[src/rtl/data_cache.sv]
// data_cache: direct-mapped, write-through, no-write-allocate data cache with
// one 32-bit word per line, sitting between the pipeline memory stage and a
// single-outstanding-request backing memory.
//
// Ports:
//   clk        in   1   rising-edge clock
//   rst        in   1   asynchronous active-low reset
//   MEM        in   2   request: 00 none, 01 read, 10 write, 11 reserved (= none)
//   Addr       in  32   byte address (bits [1:0] ignored)
//   Wdata      in  32   store data
//   Rdata      out 32   load data (registered)
//   BUSY       out  1   pipeline stall request (combinational)
//   mem_req    out  1   backing-memory request (registered)
//   mem_we     out  1   backing-memory write enable (registered)
//   mem_addr   out 32   backing-memory word address (registered)
//   mem_wdata  out 32   backing-memory write data (registered)
//   mem_rdata  in  32   backing-memory read data, valid with mem_ack
//   mem_ack    in   1   backing-memory completion pulse
module data_cache #(
  parameter int LINES       = 16,
  parameter int MEM_LAT_MAX = 255
) (
  input  logic        clk,
  input  logic        rst,
  input  logic [1:0]  MEM,
  input  logic [31:0] Addr,
  input  logic [31:0] Wdata,
  output logic [31:0] Rdata,
  output logic        BUSY,
  output logic        mem_req,
  output logic        mem_we,
  output logic [31:0] mem_addr,
  output logic [31:0] mem_wdata,
  input  logic [31:0] mem_rdata,
  input  logic        mem_ack
);

  localparam int IDX_W  = $clog2(LINES);
  localparam int TAG_W  = 32 - IDX_W - 2;
  localparam int WAIT_W = $clog2(MEM_LAT_MAX + 1);

  typedef enum logic [1:0] {
    IDLE    = 2'd0,
    RD_MISS = 2'd1,
    WR_THRU = 2'd2,
    DONE    = 2'd3
  } state_t;

  state_t             state_r;
  state_t             state_nx_s;
  logic [31:0]        data_r [LINES];
  logic [TAG_W-1:0]   tag_r  [LINES];
  logic [LINES-1:0]   valid_r;
  logic [31:0]        rdata_r;
  logic               mem_req_r;
  logic               mem_we_r;
  logic [31:0]        mem_addr_r;
  logic [31:0]        mem_wdata_r;
  logic [WAIT_W-1:0]  wait_cnt_r;

  logic [IDX_W-1:0]   idx_s;
  logic [TAG_W-1:0]   tag_s;
  logic               hit_s;
  logic               is_rd_s;
  logic               is_wr_s;
  logic               busy_s;
  logic               load_hit_s;
  logic               issue_s;
  logic               fill_s;
  logic               wr_done_s;
  logic               addr_unused_s;

  assign idx_s         = Addr[IDX_W+1:2];
  assign tag_s         = Addr[31:IDX_W+2];
  assign hit_s         = valid_r[idx_s] && (tag_r[idx_s] == tag_s);
  assign is_rd_s       = (MEM == 2'b01);
  assign is_wr_s       = (MEM == 2'b10);
  assign addr_unused_s = ^Addr[1:0];

  assign BUSY      = busy_s;
  assign Rdata     = rdata_r;
  assign mem_req   = mem_req_r;
  assign mem_we    = mem_we_r;
  assign mem_addr  = mem_addr_r;
  assign mem_wdata = mem_wdata_r;

  // State register.
  always_ff @(posedge clk or negedge rst) begin
    if (!rst) begin
      state_r <= IDLE;
    end else begin
      state_r <= state_nx_s;
    end
  end

  // Next-state, stall and datapath strobes. Inputs are only interpreted in
  // IDLE; the wait states rely on the pipeline holding them stable.
  always_comb begin
    state_nx_s = state_r;
    busy_s     = 1'b0;
    load_hit_s = 1'b0;
    issue_s    = 1'b0;
    fill_s     = 1'b0;
    wr_done_s  = 1'b0;
    case (state_r)
      IDLE: begin
        if (is_rd_s) begin
          if (hit_s) begin
            load_hit_s = 1'b1;
          end else begin
            busy_s     = 1'b1;
            issue_s    = 1'b1;
            state_nx_s = RD_MISS;
          end
        end else if (is_wr_s) begin
          busy_s     = 1'b1;
          issue_s    = 1'b1;
          state_nx_s = WR_THRU;
        end else begin
          state_nx_s = IDLE;
        end
      end
      RD_MISS: begin
        busy_s = 1'b1;
        if (mem_ack) begin
          fill_s     = 1'b1;
          state_nx_s = DONE;
        end else begin
          state_nx_s = RD_MISS;
        end
      end
      WR_THRU: begin
        busy_s = 1'b1;
        if (mem_ack) begin
          wr_done_s  = 1'b1;
          state_nx_s = DONE;
        end else begin
          state_nx_s = WR_THRU;
        end
      end
      // One non-stalling cycle lets the pipeline retire the request.
      DONE: begin
        state_nx_s = IDLE;
      end
      default: begin
        state_nx_s = IDLE;
      end
    endcase
  end

  // Load data and backing-memory request registers.
  always_ff @(posedge clk or negedge rst) begin
    if (!rst) begin
      rdata_r     <= 32'h0000_0000;
      mem_req_r   <= 1'b0;
      mem_we_r    <= 1'b0;
      mem_addr_r  <= 32'h0000_0000;
      mem_wdata_r <= 32'h0000_0000;
    end else begin
      if (load_hit_s) begin
        rdata_r <= data_r[idx_s];
      end else if (fill_s) begin
        rdata_r <= mem_rdata;
      end
      if (issue_s) begin
        mem_req_r  <= 1'b1;
        mem_we_r   <= is_wr_s;
        mem_addr_r <= {Addr[31:2], 2'b00};
        if (is_wr_s) begin
          mem_wdata_r <= Wdata;
        end
      end else if (fill_s || wr_done_s) begin
        mem_req_r <= 1'b0;
        mem_we_r  <= 1'b0;
      end
    end
  end

  // Valid bits: set on refill only, cleared by reset.
  always_ff @(posedge clk or negedge rst) begin
    if (!rst) begin
      valid_r <= '0;
    end else if (fill_s) begin
      valid_r[idx_s] <= 1'b1;
    end
  end

  // Line data and tags are intentionally not reset; valid gates their use.
  // A write miss leaves the array untouched (no allocation).
  always_ff @(posedge clk) begin
    if (fill_s) begin
      data_r[idx_s] <= mem_rdata;
      tag_r[idx_s]  <= tag_s;
    end else if (wr_done_s && hit_s) begin
      data_r[idx_s] <= Wdata;
    end
  end

  // Saturating count of cycles spent waiting for mem_ack (debug observability).
  always_ff @(posedge clk or negedge rst) begin
    if (!rst) begin
      wait_cnt_r <= '0;
    end else if ((state_r == RD_MISS) || (state_r == WR_THRU)) begin
      if (wait_cnt_r != WAIT_W'(MEM_LAT_MAX)) begin
        wait_cnt_r <= wait_cnt_r + WAIT_W'(1);
      end
    end else begin
      wait_cnt_r <= '0;
    end
  end

endmodule

[config.mk]
export PLATFORM = sky130hd
export DESIGN_NAME = data_cache
export DESIGN_NICKNAME = d
export VERILOG_FILES = /design/src/rtl/data_cache.sv
export SDC_FILE = /design/constraint.sdc
export NUM_CORES = 1
export LEC_CHECK = 0
export CAP_MARGIN = 20
export CORE_MARGIN = 5
export CORE_UTILIZATION = 30
export DETAILED_ROUTE_END_ITERATION = 10
export GPL_ROUTABILITY_DRIVEN = 0
export PLACE_DENSITY_LB_ADDON = 0.1
export SYNTH_ARGS = -nofsm -noshare
export SYNTH_HDL_FRONTEND = slang
export SYNTH_SLANG_ARGS = --single-unit
[constraint.sdc]
create_clock -name clk -period 5.6 [get_ports clk]
set_input_delay 1.4 -clock clk [delete_from_list [all_inputs] [get_ports clk]]
set_output_delay 1.4 -clock clk [all_outputs]
set_load 0.05 [all_outputs]
* Word-level counts from Yosys, hierarchy flattened
Memory sizes are Yosys's and may differ from the RTL's. A register that Yosys moved wholly into a read port is not among the register bits.
Cells that the tools add are included.
Widths: inputs -> output; s select.
** Storage, ports and cells
- Register bits after elaboration :: 82
- Word-level logic and storage cells :: 59
- Memories kept :: 2
- Input bits :: 101
- Memory bits (read-only) :: 0
- RAM bits :: 928
- Latch bits :: 0
** Memory list
- data_r :: depth 16, width 32, rd ports 1, clocked after memory_dff 1, write ports 1, line 51 : logic [31:0] data_r [LINES];
- tag_r :: depth 16, width 26, rd ports 1, clocked after memory_dff 0, write ports 1, line 52 : logic [TAG_W-1:0] tag_r [LINES];
** Operators by class
- Reduce and logical (&&, ||, !) cells :: 10
- Muxes and demuxes :: 30
- Bitwise operators :: 2
- $mul :: 0
- Add/sub/neg operators :: 0
- Shifts and indexed selects :: 0
- Eq/ne operators :: 7
- Divide/modulo/power cells :: 0
- Order comparisons :: 2
** Operator list (count)
- $mux 32 :: 1
- $eq 26x26->1 :: 1
- $mux 1 :: 21
- $or 16x16->16 :: 1
- $mux 2 :: 4
- $pmux 2 s4 :: 1
- $eq 2x2->1 const B :: 3
- $lt 4x5->1 const B :: 1
- $bmux 1 s4 :: 1
- $demux 1 s4 :: 1
- $eq 2x1->1 const B :: 2
- $ge 4x1->1 const B :: 1
- $reduce_bool 2->1 :: 2
- $logic_and 1x1->1 :: 3
- $ne 3x3->1 const B :: 1
- $logic_not 2->1 :: 1
- $pmux 1 s2 :: 1
- $reduce_and 2->1 :: 1
- $reduce_or 2->1 :: 1
- $logic_not 1->1 :: 1
- $logic_or 1x1->1 :: 1
- $or 1x1->1 :: 1

* Longest topological paths before layout
Gate-level depths: netlist of the first run.
- Depth after elaboration :: 8
- Mapped depth :: 17
- Mapped depth without buffers :: 10

* Worst setup path after synthesis of the first run
No wires, ideal clock.
- Path type :: input -> output
- Start :: input Addr[2]
- End :: output BUSY
- Setup slack :: -0.362 ns
- Stages on the path :: 13
- Buffers on the path :: 6
- Arrival time :: 4.562 ns
- Cell sequence :: buf_6 buf_6 buf_6 buf_4 mux4_2 nand2b_1 a211oi_1 a211oi_4 a31oi_1 o21ai_1 buf_4 buf_2 a21oi_1
** Between the ends
- Longest elaborated chain between the ends :: 6
- Elaborated cells on any way between the ends :: 8
- Classes of those cells :: 1 x eq/ne; 5 x mux; 1 x reduce/logical; 1 x memory
** RTL lines
- from (decl) :: line 26 : input logic [31:0] Addr,
- $mem_v2 16x26 / $bmux 1 s4 (equally long branches)
- $eq 26x26->1 / $mux 1 (equally long branches) :: line 75 : assign hit_s = valid_r[idx_s] && (tag_r[idx_s] == tag_s);
- $logic_and 1x1->1 * :: line 75
- $mux 1 * :: line 108 : if (hit_s) begin
- $mux 1 * :: line 107 : if (is_rd_s) begin
- $pmux 1 s2 * :: line 105 : case (state_r)
- to (decl) :: line 29 : output logic BUSY,
Every way passes the cells marked *; elsewhere a longest branch is shown, timed or not. The select of a mux whose other input is x is not followed.

* Final worst setup path of the first run
- Start :: input Addr[4]
- End :: output BUSY
The elaborated chain is that of the path after synthesis.

==> results of run 1 <==
[cells in the final DEF (no fill, tap or decap), types with 32 or more instances in the layout]
cell,n
sky130_fd_sc_hd__mux2_2,58
sky130_fd_sc_hd__dfrtp_1,114
sky130_fd_sc_hd__buf_12,54
sky130_fd_sc_hd__clkdlybuf4s50_1,189
sky130_fd_sc_hd__edfxtp_1,928
sky130_fd_sc_hd__a21oi_1,36
sky130_fd_sc_hd__clkbuf_16,117
sky130_fd_sc_hd__nor2_4,32
sky130_fd_sc_hd__mux4_2,233
sky130_fd_sc_hd__buf_4,189
sky130_fd_sc_hd__mux2i_1,101
sky130_fd_sc_hd__nor2_1,49
[registers in the layout, indices dropped and copies added, names as in the netlist]
signal     cells
Rdata         32
data_r       512
mem_addr      30
mem_req        1
mem_wdata     32
mem_we         1
state_r        2
tag_r        416
valid_r       16
[where the power goes]
part           switching (mW)  total, mW  internal (mW)  leakage [nW]
Clock                    3.20       7.67           4.46          1.90
Combinational            2.49       3.98           1.49          5.96
Sequential              0.266       9.26           9.00          9.68
[cell type report]
type	instances	area, sq um
clock buffers	138	3057
inverters	9	35.03
flip-flops and latches	1042	30720
fillers	12579	85240
multi-input cells	817	10370
well taps	1794	2245
clock inverters	81	807.0
repair buffers	451	4674
[synthesized netlist by cell type, drive strengths merged, types with 19 or more instances]
cell | n | area, sq um
edfxtp | 928 | 27870
mux4 | 233 | 5248
mux2 | 116 | 1419
dfrtp | 114 | 2853
mux2i | 106 | 1061
nor2 | 81 | 304.0
buf | 79 | 535.5
a21oi | 39 | 195.2
nand2 | 33 | 126.4
xnor2 | 30 | 262.8
clkbuf | 23 | 86.33
or2 | 21 | 131.4
a22oi | 19 | 142.6
[worst max-delay path by stage]
stage,end,cells past startpoint
2_1_floorplan,data_r[0][0],15
5_1_grt,BUSY,14
6_report,BUSY,14
4_1_cts,BUSY,14
3_5_place_dp,BUSY,14
3_3_place_gp,BUSY,14
[metrics by stage]
| stage | worst slack, ns | instance area [sq um] | util |
|---|---|---|---|
| global route | -0.03982 | 51910 | 0.3785 |
| floorplan | -0.2216 | 41300 | - |
| global placement | -0.2946 | 47680 | 0.3476 |
| detailed placement | -0.3256 | 47680 | 0.3476 |
| finish | 0.02893 | 51910 | 0.3785 |
| CTS | 0.001755 | 51810 | 0.3777 |
[what timing repair did]
action / in CTS / in global routing
endpoints found under the setup margin: 1 / 1
cloned: 2 / 0
buffers inserted: 7 / 1
resized for setup: 28 / 20
pin swaps: 11 / 13
[metal layers]
layer | global-route usage | vias to the layer above | routed length, um
li1 | - | 9046 | -
met2 | 0.2632 | 417 | 56380
met1 | 0.2156 | 11277 | 51830
met3 | 0.02443 | 126 | 4293
met5 | 0 | - | 7
met4 | 0.04041 | 2 | 2138
[kinds of logic (layout without fill, tap and decap cells)]
group | after synthesis | count (layout) | share of synthesized area
fa+ha+maj | 5 | 5 | 0.001515
mux | 455 | 455 | 0.1871
compound gates | 126 | 126 | 0.02097
buf+inv | 111 | 679 | 0.01588
simple gates | 191 | 191 | 0.02248
other cells | 1 | 2 | 0.00009081
flops | 1042 | 1042 | 0.7439
xor+xnor | 38 | 38 | 0.008059
==> results.txt, run 1 <==
----------------------------------------------------
[Synth]
  Average cell area after synthesis ... 20.97 sq um
  Post-synthesis register bit count ... 1042
  Post-synth EDFFs ... 928
  Sequential-to-total area share from yosys stat ... 0.7439
  Gate count of the mapped netlist ... 1969
  Distinct cell type count after synthesis ... 65
  Ys Warns ... 0
  Post-Synthesis Cell Area ... 0.04130 sq mm
  Share of async-settable or async-resettable flops after synthesis ... 0.1094
  Main synth FF type ... sky130_fd_sc_hd__edfxtp_1

[Critical path]
  Register-to-Register Path Depth ... 14
  FF-to-FF Start ... tag_r[9][19]
  Critical path data arrival time ... 4.17 ns
  Worst-case register-to-register setup slack ... 1.53 ns
  Count of buffer and inverter cells on the critical path ... 5
  Sort of element at the end of the critical path ... primary output
  Critical R2R Capture ... data_r[0][21]
  Most frequent cell on the critical path ... sky130_fd_sc_hd__buf_6
  Largest stage delay, worst path ... 0.35 ns
  Startpoint type of the worst setup path ... primary input
  Worst path top cell family by delay ... compound AO/OA/AOI/OAI gates
  Critical-path cell with the highest stage delay ... sky130_fd_sc_hd__mux2_2
  Type of the setup path with the least slack ... primary input to primary output
  Required time of the critical path ... 4.20 ns
  Critical path startpoint ... Addr[4]
  Peak fanout along the critical path ... 10
  Cell chain of the critical path ... buf_6, buf_6, buf_4, mux2_2, o22ai_1, a221oi_1, xnor2_1, a32oi_2, a2111oi_4, buf_4, a31oi_4, o21ai_4, a21oi_4, buf_6

[Hold path]
  Worst Hold Endpoint ... valid_r[13]
  Count of cells along the worst hold path ... 1
  Launch instance of the worst min-delay path ... valid_r[13]
  Worst hold path type ... register to register

[Global route]
  Largest net degree at the start of global routing ... 64
  Number of antenna violations at the first check in global routing ... 1
  Via count of the first global-routing pass ... 22643
  Wire length of the first global-routing pass ... 165200 um
  Remaining Overflow, GRT ... 0
  Overall routing resource usage ... 0.1573

[Clocking]
  Cell at the root of the clock tree ... sky130_fd_sc_hd__clkbuf_16
  Total of hold buffers inserted after clock tree synthesis ... 0
  Reg clk slew, reported paths ... 0.06 ns
  Level count of the clock H-tree ... 3
  Clock Latency Late Sink ... 0.76 ns
  Clock sink total ... 1042
  Worst-case clock buffer depth ... 3
  TritonCTS clock tree ... yes
  TritonCTS buffer count ... 117

[Floorplan]
  IO Pins ... 200
  Initial Util ... 0.3011
  Die X ... 381.0 um
  Std-Cell Core Area ... 0.1372 sq mm
  Num rows ... 136
  Total die area ... 0.1452 sq mm
  Die Y-Extent ... 381.0 um

[STA]
  Number of max-slew violations in the final report ... 0
  Clock tree skew after final layout ... 0.05131 ns
  Fmax ... 179.5 MHz
  Final setup vio count ... 0
  Relative slew slack ... 0.2911
  Share of the cycle needed by the critical path after routing ... 0.9948
  Final critical path time including I/O delays and setup ... 5.571 ns
  Unrepaired setup endpoints after global routing ... yes
  Worst slack on hold paths ... 0.4686 ns
  Total count of hold-check failures in the final report ... 0
  Total negative slack for setup checks ... 0 ns
  Transition time at the pin with the least slew margin ... 1.063 ns

[Placement]
  Port Buffers ... 195
  HPWL after detailed placement ... 69060 um
  Placed Instances ... 4103

[Finish]
  Fraction of final layout cells sized beyond drive strength 1 ... 0.3337
  Post-route insts no fill ... 4332
  Net count of the finished layout ... 2544
  Syn-to-layout area delta ... 25.70%
  Inserted Diodes ... 0

[Route]
  Via density per instance ... 4.817
  Average wire per standard cell ... 26.47 um
  Detail Route Antenna Nets ... 0
  First-pass iteration count of the detailed router ... 5
  Total via count in the routed design ... 20868
  Number of design-rule violations left by the first detailed-router iteration ... 1360
  Overall routed net length ... 114600 um
  DRC violation count after routing ... 0

[Pwr]
  Ratio of total power to cell area ... 402.9 mW/mm^2
  Leakage power summed over all cells ... 17.54 nW
  Maximum VDD drop ... 0.0003080 V
  Power consumption ... 20.91 mW

[Job]
  Count of maximum capacitance violations ... 0

[Run status]
  Run status ... finished, final reports clean

----------------------------------------------------
(Power assumes the default switching activity.)
==> run 2: changes to the inputs <==
--- a/config.mk
+++ b/config.mk
@@ -10,6 +10,7 @@
 export CORE_UTILIZATION = 30
 export DETAILED_ROUTE_END_ITERATION = 10
 export GPL_ROUTABILITY_DRIVEN = 0
+export GPL_TIMING_DRIVEN = 0
 export PLACE_DENSITY_LB_ADDON = 0.1
 export SYNTH_ARGS = -nofsm -noshare
 export SYNTH_HDL_FRONTEND = slang
==> run 2 against run 1 <==
Against the previous run: the run now ends with negative setup slack left; largest power group unchanged; register-to-register slack got worse by 0.56 ns; clock power rose by 0.7%; power rose by 0.81%.
==> results.txt, run 2 (synthesized netlist as in run 1, its figures left out) <==
----------------------------------------------------
[Run status]
  Run status ... finished, violations left
  Failing checks ... negative setup slack

[Floorplan]
  Die X ... 381.0 um
  Std-Cell Core Area ... 0.1372 sq mm
  IO Pins ... 200
  Initial Util ... 0.3011
  Die Y-Extent ... 381.0 um
  Total die area ... 0.1452 sq mm
  Num rows ... 136

[STA]
  Final setup vio count ... 1
  Transition time at the pin with the least slew margin ... 1.211 ns
  Clock tree skew after final layout ... 0.03152 ns
  Number of max-slew violations in the final report ... 0
  Unrepaired setup endpoints after global routing ... yes
  Total count of hold-check failures in the final report ... 0
  Fin worst setup slack ... -0.3399 ns
  Relative slew slack ... 0.1929
  Final critical path time including I/O delays and setup ... 5.940 ns
  Share of the cycle needed by the critical path after routing ... 1.061
  Fmax ... 168.4 MHz

[Route]
  Total via count in the routed design ... 21050
  DRC violation count after routing ... 0
  Number of design-rule violations left by the first detailed-router iteration ... 1792
  First-pass iteration count of the detailed router ... 5
  Overall routed net length ... 122800 um
  Detail Route Antenna Nets ... 0
  Via density per instance ... 4.947
  Average wire per standard cell ... 28.87 um

[Pwr]
  P_sw ... 6.074 mW
  Switching Share ... 0.2881
  Power consumption ... 21.08 mW
  Cell Int Power ... 15.01 mW
  Ratio of total power to cell area ... 408.6 mW/mm^2
  Combinational share of power ... 0.194
  Part of the power in the clock network ... 0.366
  Maximum VDD drop ... 0.0002854 V
  Leakage power summed over all cells ... 17.24 nW
  Sequential share of power ... 0.439

[Critical path]
  Sort of element at the end of the critical path ... primary output
  Worst path top cell family by delay ... buffers and inverters
  Critical R2R Capture ... data_r[15][12]
  Required time of the critical path ... 4.20 ns
  Critical-path cell with the highest stage delay ... sky130_fd_sc_hd__mux4_2
  Largest stage delay, worst path ... 0.54 ns
  FF-to-FF Start ... tag_r[11][17]
  Startpoint type of the worst setup path ... primary input
  Cell chain of the critical path ... buf_16, buf_12, buf_12, mux4_2, a22oi_1, nand3_1, xnor2_2, nand3_2, nor4_4, buf_4, a31oi_4, o21ai_2, buf_6, buf_12, a21oi_4, buf_6
  Type of the setup path with the least slack ... primary input to primary output
  Critical path data arrival time ... 4.54 ns
  Peak fanout along the critical path ... 10
  Count of buffer and inverter cells on the critical path ... 7
  Most frequent cell on the critical path ... sky130_fd_sc_hd__buf_12
  Levels on crit path ... 16
  Register-to-Register Path Depth ... 14
  Worst-case register-to-register setup slack ... 0.97 ns
  Destination of the critical timing path ... BUSY
  Critical path startpoint ... Addr[2]

[Finish]
  Post-route insts no fill ... 4255
  Most common library cell in the layout ignoring fill and taps ... sky130_fd_sc_hd__edfxtp_1
  Leading cell types in the layout, fill and taps excluded ... 928 x sky130_fd_sc_hd__edfxtp_1, 233 x sky130_fd_sc_hd__mux4_2, 178 x sky130_fd_sc_hd__clkdlybuf4s50_1
  Largest registers in the final layout ... data_r x512, tag_r x416
  Post-route cell area ... 0.05160 sq mm
  Largest register by flop count ... data_r
  Number of filler cells placed in the layout ... 12578
  Flip-flop count of the largest register after layout ... 512
  Syn-to-layout area delta ... 24.96%
  Net count of the finished layout ... 2464
  Fraction of final layout cells sized beyond drive strength 1 ... 0.3085

[Hold path]
  Launch instance of the worst min-delay path ... valid_r[6]
  Count of cells along the worst hold path ... 1
  Worst hold path type ... register to register

[Global route]
  Number of antenna violations at the first check in global routing ... 3
  Largest net degree at the start of global routing ... 62
  Overall routing resource usage ... 0.1676
  Remaining Overflow, GRT ... 0
  Wire length of the first global-routing pass ... 172800 um
  Via count of the first global-routing pass ... 22629

[Clocking]
  Reg clk slew, reported paths ... 0.06 ns
  Clock Latency Late Sink ... 0.73 ns
  TritonCTS buffer count ... 116
  Worst-case clock buffer depth ... 3
  Clock sink total ... 1042
  Level count of the clock H-tree ... 3
  Total of hold buffers inserted after clock tree synthesis ... 0
  TritonCTS clock tree ... yes
  Cell at the root of the clock tree ... sky130_fd_sc_hd__clkbuf_16

[Placement]
  Port Buffers ... 193
  Placement-stage cell area ... 0.04682 sq mm
  DP Worst Slack ... -3.550 ns
  Placed Instances ... 4007
  HPWL after detailed placement ... 80000 um

[Job]
  Count of maximum capacitance violations ... 0

----------------------------------------------------
[run 2: worst min-delay path by stage]
stage | to | slack, ns
2_1_floorplan | valid_r[12] | 0.43
4_1_cts | valid_r[6] | 0.46
3_3_place_gp | valid_r[12] | 0.45
6_report | valid_r[6] | 0.46
3_5_place_dp | valid_r[14] | 0.45
5_1_grt | valid_r[12] | 0.48
[run 2: power by group through the flow]
stage / Combinational [mW] / Clock, mW / Sequential [mW]
after floorplan: 1.22 / 0 / 10.6
after global placement: 3.95 / 0 / 9.41
after detailed placement: 4.04 / 0 / 9.43
after CTS: 4.15 / 7.92 / 9.27
after global routing: 4.30 / 8.24 / 9.32
final: 4.10 / 7.72 / 9.26
[run 2: per-layer routing]
metal / up-vias / track usage / routed length, um
met3: 161 / 0.03272 / 6427
met4: 0 / 0.04229 / 2529
met2: 562 / 0.2797 / 60500
met1: 11437 / 0.2265 / 53390
met5: - / 0 / 0
li1: 8890 / - / -
[run 2: metrics by stage]
step	util	TNS, ns	hold slack [ns]
2_1_floorplan	-	-109.65	0.4337
3_3_place_gp	0.3316	-4804.63	0.4456
3_5_place_dp	0.3414	-2114.05	0.4481
4_1_cts	0.3754	-0.3555	0.4639
5_1_grt	0.3762	-0.3875	0.4763
6_report	0.3763	-0.3399	0.4600
[run 2: what timing repair did]
item / 4_1_cts / 5_1_grt
gates resized for setup: 170 / 22
buffers inserted: 24 / 3
pin swaps: 15 / 13
endpoints found under the setup margin: 1248 / 1
gates cloned: 1 / 0
[run 2: layout make-up]
| class | count | area (sq um) | share of cell area |
|---|---|---|---|
| Inverter | 9 | 33.78 | 0.0006547 |
| Tap cell | 1794 | 2245 | 0.04350 |
| Clock buffer | 154 | 3293 | 0.06382 |
| Timing Repair Buffer | 271 | 3334 | 0.06462 |
| Clock inverter | 66 | 596.8 | 0.01157 |
| Buffer | 101 | 969.7 | 0.01879 |
| Antenna cell | 1 | 2.502 | 0.00004849 |
| Sequential cell | 1042 | 30720 | 0.5953 |
| Multi-Input combinational cell | 817 | 10410 | 0.2017 |
